<file path="src/rtl/mem_wb_stage.sv">
// MEM/WB pipeline register with load formatting, writeback select and retire counter.
// Every output is driven straight from a flop, so o_rd_* holds steady from one rising edge to the next.
module mem_wb_stage #(
  parameter int XLEN   = 32,
  parameter int PC_INC = 4
) (
  input  logic            i_clk,
  input  logic            i_reset,
  input  logic            i_stall,
  input  logic            i_flush,
  input  logic            i_valid,
  input  logic [31:0]     i_pc,
  input  logic [31:0]     i_alu_data,
  input  logic [31:0]     i_ld_raw,
  input  logic [2:0]      i_ld_type,
  input  logic [1:0]      i_wb_sel,
  input  logic [4:0]      i_rd_addr,
  input  logic            i_rd_wren,
  output logic [4:0]      o_rd_addr,
  output logic [31:0]     o_rd_data,
  output logic            o_rd_wren,
  output logic            o_valid,
  output logic [31:0]     o_pc,
  output logic [31:0]     o_retire_cnt
);

  localparam logic [XLEN-1:0] PC_INC_V = XLEN'(PC_INC);

  logic [1:0]  off;
  logic [7:0]  ld_byte;
  logic [15:0] ld_half;
  logic [31:0] ld_fmt;
  logic [31:0] wb_data;

  logic        valid_d, valid_q;
  logic        wren_d, wren_q;
  logic [4:0]  rd_addr_d, rd_addr_q;
  logic [31:0] rd_data_d, rd_data_q;
  logic [31:0] pc_d, pc_q;
  logic [31:0] retire_cnt_d, retire_cnt_q;

  always_comb begin
    off = i_alu_data[1:0];
    case (off)
      2'd0:    ld_byte = i_ld_raw[7:0];
      2'd1:    ld_byte = i_ld_raw[15:8];
      2'd2:    ld_byte = i_ld_raw[23:16];
      default: ld_byte = i_ld_raw[31:24];
    endcase
    // off[0] is ignored for halves: misaligned halfwords are not trapped here
    ld_half = off[1] ? i_ld_raw[31:16] : i_ld_raw[15:0];

    case (i_ld_type)
      3'b000:  ld_fmt = {{24{ld_byte[7]}}, ld_byte};
      3'b001:  ld_fmt = {{16{ld_half[15]}}, ld_half};
      3'b100:  ld_fmt = {24'd0, ld_byte};
      3'b101:  ld_fmt = {16'd0, ld_half};
      default: ld_fmt = i_ld_raw;
    endcase

    case (i_wb_sel)
      2'b00:   wb_data = i_alu_data;
      2'b01:   wb_data = ld_fmt;
      2'b10:   wb_data = i_pc + PC_INC_V;
      default: wb_data = '0;
    endcase
  end

  always_comb begin
    valid_d      = valid_q;
    wren_d       = wren_q;
    rd_addr_d    = rd_addr_q;
    rd_data_d    = rd_data_q;
    pc_d         = pc_q;
    retire_cnt_d = retire_cnt_q;

    if (i_flush) begin
      valid_d   = 1'b0;
      wren_d    = 1'b0;
      rd_addr_d = '0;
      rd_data_d = '0;
      pc_d      = '0;
    end else if (!i_stall) begin
      valid_d      = i_valid;
      wren_d       = i_valid & i_rd_wren & (i_rd_addr != 5'd0);
      rd_addr_d    = i_rd_addr;
      rd_data_d    = wb_data;
      pc_d         = i_pc;
      retire_cnt_d = retire_cnt_q + {31'd0, i_valid};
    end
  end

  always_ff @(posedge i_clk or posedge i_reset) begin
    if (i_reset) begin
      valid_q      <= 1'b0;
      wren_q       <= 1'b0;
      rd_addr_q    <= '0;
      rd_data_q    <= '0;
      pc_q         <= '0;
      retire_cnt_q <= '0;
    end else begin
      valid_q      <= valid_d;
      wren_q       <= wren_d;
      rd_addr_q    <= rd_addr_d;
      rd_data_q    <= rd_data_d;
      pc_q         <= pc_d;
      retire_cnt_q <= retire_cnt_d;
    end
  end

  assign o_valid      = valid_q;
  assign o_rd_wren    = wren_q;
  assign o_rd_addr    = rd_addr_q;
  assign o_rd_data    = rd_data_q;
  assign o_pc         = pc_q;
  assign o_retire_cnt = retire_cnt_q;

endmodule

</file>
<file path="config.mk">
export PLATFORM = sky130hd
export DESIGN_NAME = mem_wb_stage
export DESIGN_NICKNAME = d
export VERILOG_FILES = /design/src/rtl/mem_wb_stage.sv
export SDC_FILE = /design/constraint.sdc
export NUM_CORES = 1
export LEC_CHECK = 0
export BUFFER_PORTS_ARGS = -buffer_cell sky130_fd_sc_hd__buf_4
export CORE_UTILIZATION = 38
export CTS_BUF_LIST = sky130_fd_sc_hd__clkbuf_2
export DETAILED_ROUTE_END_ITERATION = 8
export PLACE_DENSITY_LB_ADDON = 0.2
export RECOVER_POWER = 100
export SETUP_SLACK_MARGIN = 0.05
export SLEW_MARGIN = 20
export SYNTH_ARGS = -nofsm -noshare
export SYNTH_HDL_FRONTEND = slang
export SYNTH_SLANG_ARGS = --single-unit
</file>
<file path="constraint.sdc">
create_clock -name i_clk -period 4.2 [get_ports i_clk]
set_clock_uncertainty 0.1 [all_clocks]
set_input_delay 0.21 -clock i_clk [delete_from_list [all_inputs] [get_ports i_clk]]
set_output_delay 0.21 -clock i_clk [all_outputs]
set_load 0.01 [all_outputs]
</file>
==> impl_results.md <==
* Status: complete, but fails checks
* Violations in the final reports: design-rule violations, max-capacitance violations, max-slew violations
* Die span in y at 125 um
* Hold path startpoint: i_alu_data[7]
* Global Route Usage Sum at 0.265
* Synthesized instance count at 585
* Clock Sinks at 103
* Ant diodes at 0
* Flops & latches, synth at 103
* Post-cts sizing count at 0
* Setup TNS at 0 ns
* Remaining global-route overflow at 0
* Antenna Nets Post-Route at 0
* Yosys top cell area share at 0.450
* YS warnings at 0
* Worst R2R Setup Slack at 1.99 ns
* Top post-synthesis cells by area: dfrtp_1 (45%), mux2i_1 (8.6%), xnor2_1 (4.4%)
* Top FF cell, synth: dfrtp_1
* Power, Total at 2.16 mW
* Max Clk Rate at 287 MHz
* Final setup fails at 0
* Initial Util at 0.391
* Clk Latency, worst-skew pair at 0.61 ns
* Post-Place Cells at 951
* IO Port Bufs at 214
* Final Hold Fails at 0
* WP data required at 4.68 ns
* Unrepaired setup endpoints after global routing: false
* Worst slew pin tran at 2.71 ns
* Root Buffer Master: clkbuf_2
* TritonCTS Buffers at 9
* Slew HR at -0.810
* Sequential share of the synthesized area at 0.450
* Final slew viol count at 73
* VDD IR max at 0.215 mV
* Leading area contributor after synthesis: dfrtp_1
* Hold Path Class: in2reg
* WP data arrival at 3.95 ns
* Dpl hpwl at 14.3 mm
* Area Growth Syn to Fin at 52.3%
* Core area at 14600 sq um
* Synth unique cells at 50
* Die X at 125 um
* Pin count of the biggest net entering global routing at 73
* Crit-path max FO at 10
* Cell area after synthesis at 5730 sq um
* Via density at 5.36
* Startpoint Class: input port
* Final worst path period share at 0.828
* Nets@finish at 1052
* Vias at 6038
* Ports at 215
* Worst setup path class: in2reg
* Post-Route WL at 20.5 mm
* Syn avg cell area at 9.79 sq um
* CP Capture Type: register
* Layout Cells excl Fill at 1126
* First-pass GRT wire length at 32.2 mm
* Synth async-reset ratio at 1.00
* Power Density at 248 nW/um^2
* Row count at 44
* Setup crit start: i_wb_sel[0]
* Starting DRT DRC Count at 527
* EDFF count, synth at 0
* Min Tclk post-route at 3.48 ns
* Max H-tree Level at 3
* WHS at 0.0737 ns
* Wire per inst at 18.2 um
* Vias in the first global route at 6087
* Leakage power at 4.06 nW
* CTS tree: done
* Drt pass-1 iters at 9
* Antenna violations before repair at 0
* Ratio of cells with drive above 1 in the final layout at 0.152
* Clock-pin slew on the worst setup and hold paths at 0.27 ns
* Placer Congestion at 0.951
* Post-synth net total at 700
* Clk buf depth at 2
* Number of remaining DRC errors at 39
* Die ar. at 15600 sq um
* Max-Cap Viols at 1
* Worst r2r src: o_rd_data[26]$_DFFE_PP0P_
## cell type report
type | instances | area, sq um
fillers | 1371 | 5920
well taps | 184 | 230
inverters | 18 | 67.6
clock inverters | 7 | 71.3
flip-flops and latches | 103 | 2580
multi-input cells | 430 | 2920
repair buffers | 375 | 2810
clock buffers | 9 | 45.0
## what timing repair did
action	CTS	global route
hold endpoints to repair	144	0
endpoints found under the setup margin	0	0
buffers inserted	0	0
hold buffers	159	0
## synthesized netlist by cell type, types with 3 or more instances
library cell and instances:
a21oi_1 16, o31a_1 3, nand2_1 50, buf_1 6, a31oi_1 10, and3_1 14
and4_1 8, o221ai_1 10, mux2_2 9, a221oi_1 9, nor4_1 7, o211ai_1 8
nor3_1 5, clkbuf_1 24, nand4_1 13, mux2i_1 49, nand2b_1 9, xnor2_1 29
dfrtp_1 103, a222oi_1 9, nand3_1 20, xor2_1 23, nor2_1 62, buf_2 3
ha_1 3, a22oi_1 11, nor2b_1 4, o21ai_0 22, inv_1 17
## path summary, 6_finish.rpt
| kind | to | cells after the start |
|---|---|---|
| max | o_rd_data[12]$_DFFE_PP0P_ | 8 |
| min | o_rd_data[7]$_DFFE_PP0P_ | 4 |
| max reg2reg | o_rd_data[26]$_DFFE_PP0P_ | 4 |
| min reg2reg | o_retire_cnt[31]$_DFFE_PP0P_ | 1 |
| max in group asynchronous | o_retire_cnt[19]$_DFFE_PP0P_ | 4 |
| min in group asynchronous | o_retire_cnt[14]$_DFFE_PP0P_ | 3 |
## routing by layer
metal,global-route usage,share of wire
met2,0.439,0.47
met5,0,0
met3,0.0601,0.074
met1,0.336,0.43
met4,0.0995,0.025
## through the flow
stage                      util  instance area, sq um  setup slack (ns)
after floorplan               -                  5730              1.19
after global placement    0.509                  7450              1.65
after detailed placement  0.509                  7450              1.55
after CTS                 0.625                  9160              1.11
after global routing      0.596                  8730             0.523
final                     0.596                  8730             0.720
## report_power, final
group	total (mW)	switching [mW]	internal (mW)
sequential	1.11	0.0543	1.06
combinational	0.573	0.280	0.294
clock	0.481	0.344	0.137
total	2.16	0.678	1.49
## cell usage in the layout (no fill, tap or decap), types with 5 or more instances in the layout
master / n
o21ai_0: 22
nand4_1: 14
a21oi_1: 16
nor4_1: 7
nand3_1: 20
a31oi_1: 10
buf_4: 107
a221oi_1: 9
o221ai_1: 10
nor2_1: 62
clkbuf_1: 106
nand2_1: 50
xor2_1: 23
inv_1: 17
and3_1: 14
nor3_1: 5
and4_1: 8
o211ai_1: 8
mux2i_1: 49
dlygate4sd3_1: 159
a222oi_1: 9
clkbuf_2: 10
nand2b_1: 9
xnor2_1: 29
mux2_2: 9
dfrtp_1: 103
a22oi_1: 11
## registers in the layout, indices dropped and copies added, names as in the netlist
signal,count
o_pc,32
o_rd_data,32
o_rd_addr,5
o_rd_wren,1
o_retire_cnt,32
o_valid,1
## logic make-up (layout without fill, tap and decap cells)
group / count (synthesis) / after routing / synth area share
simple gates: 205 / 205 / 0.180
compound gates: 110 / 110 / 0.137
flops: 103 / 103 / 0.450
mux: 60 / 60 / 0.111
xor+xnor: 52 / 52 / 0.0795
buf+inv: 52 / 409 / 0.0360
fa+ha+maj: 3 / 3 / 0.00655
## critical path, stage by stage
cell,delay (ns)
dlygate4sd3_1,0.55
clkbuf_1,0.26
a211oi_1,1.02
and2_0,0.48
a222oi_1,0.15
dlygate4sd3_1,0.64
nand2_1,0.07
dlygate4sd3_1,0.55
Power figures use the tool's default switching activity.
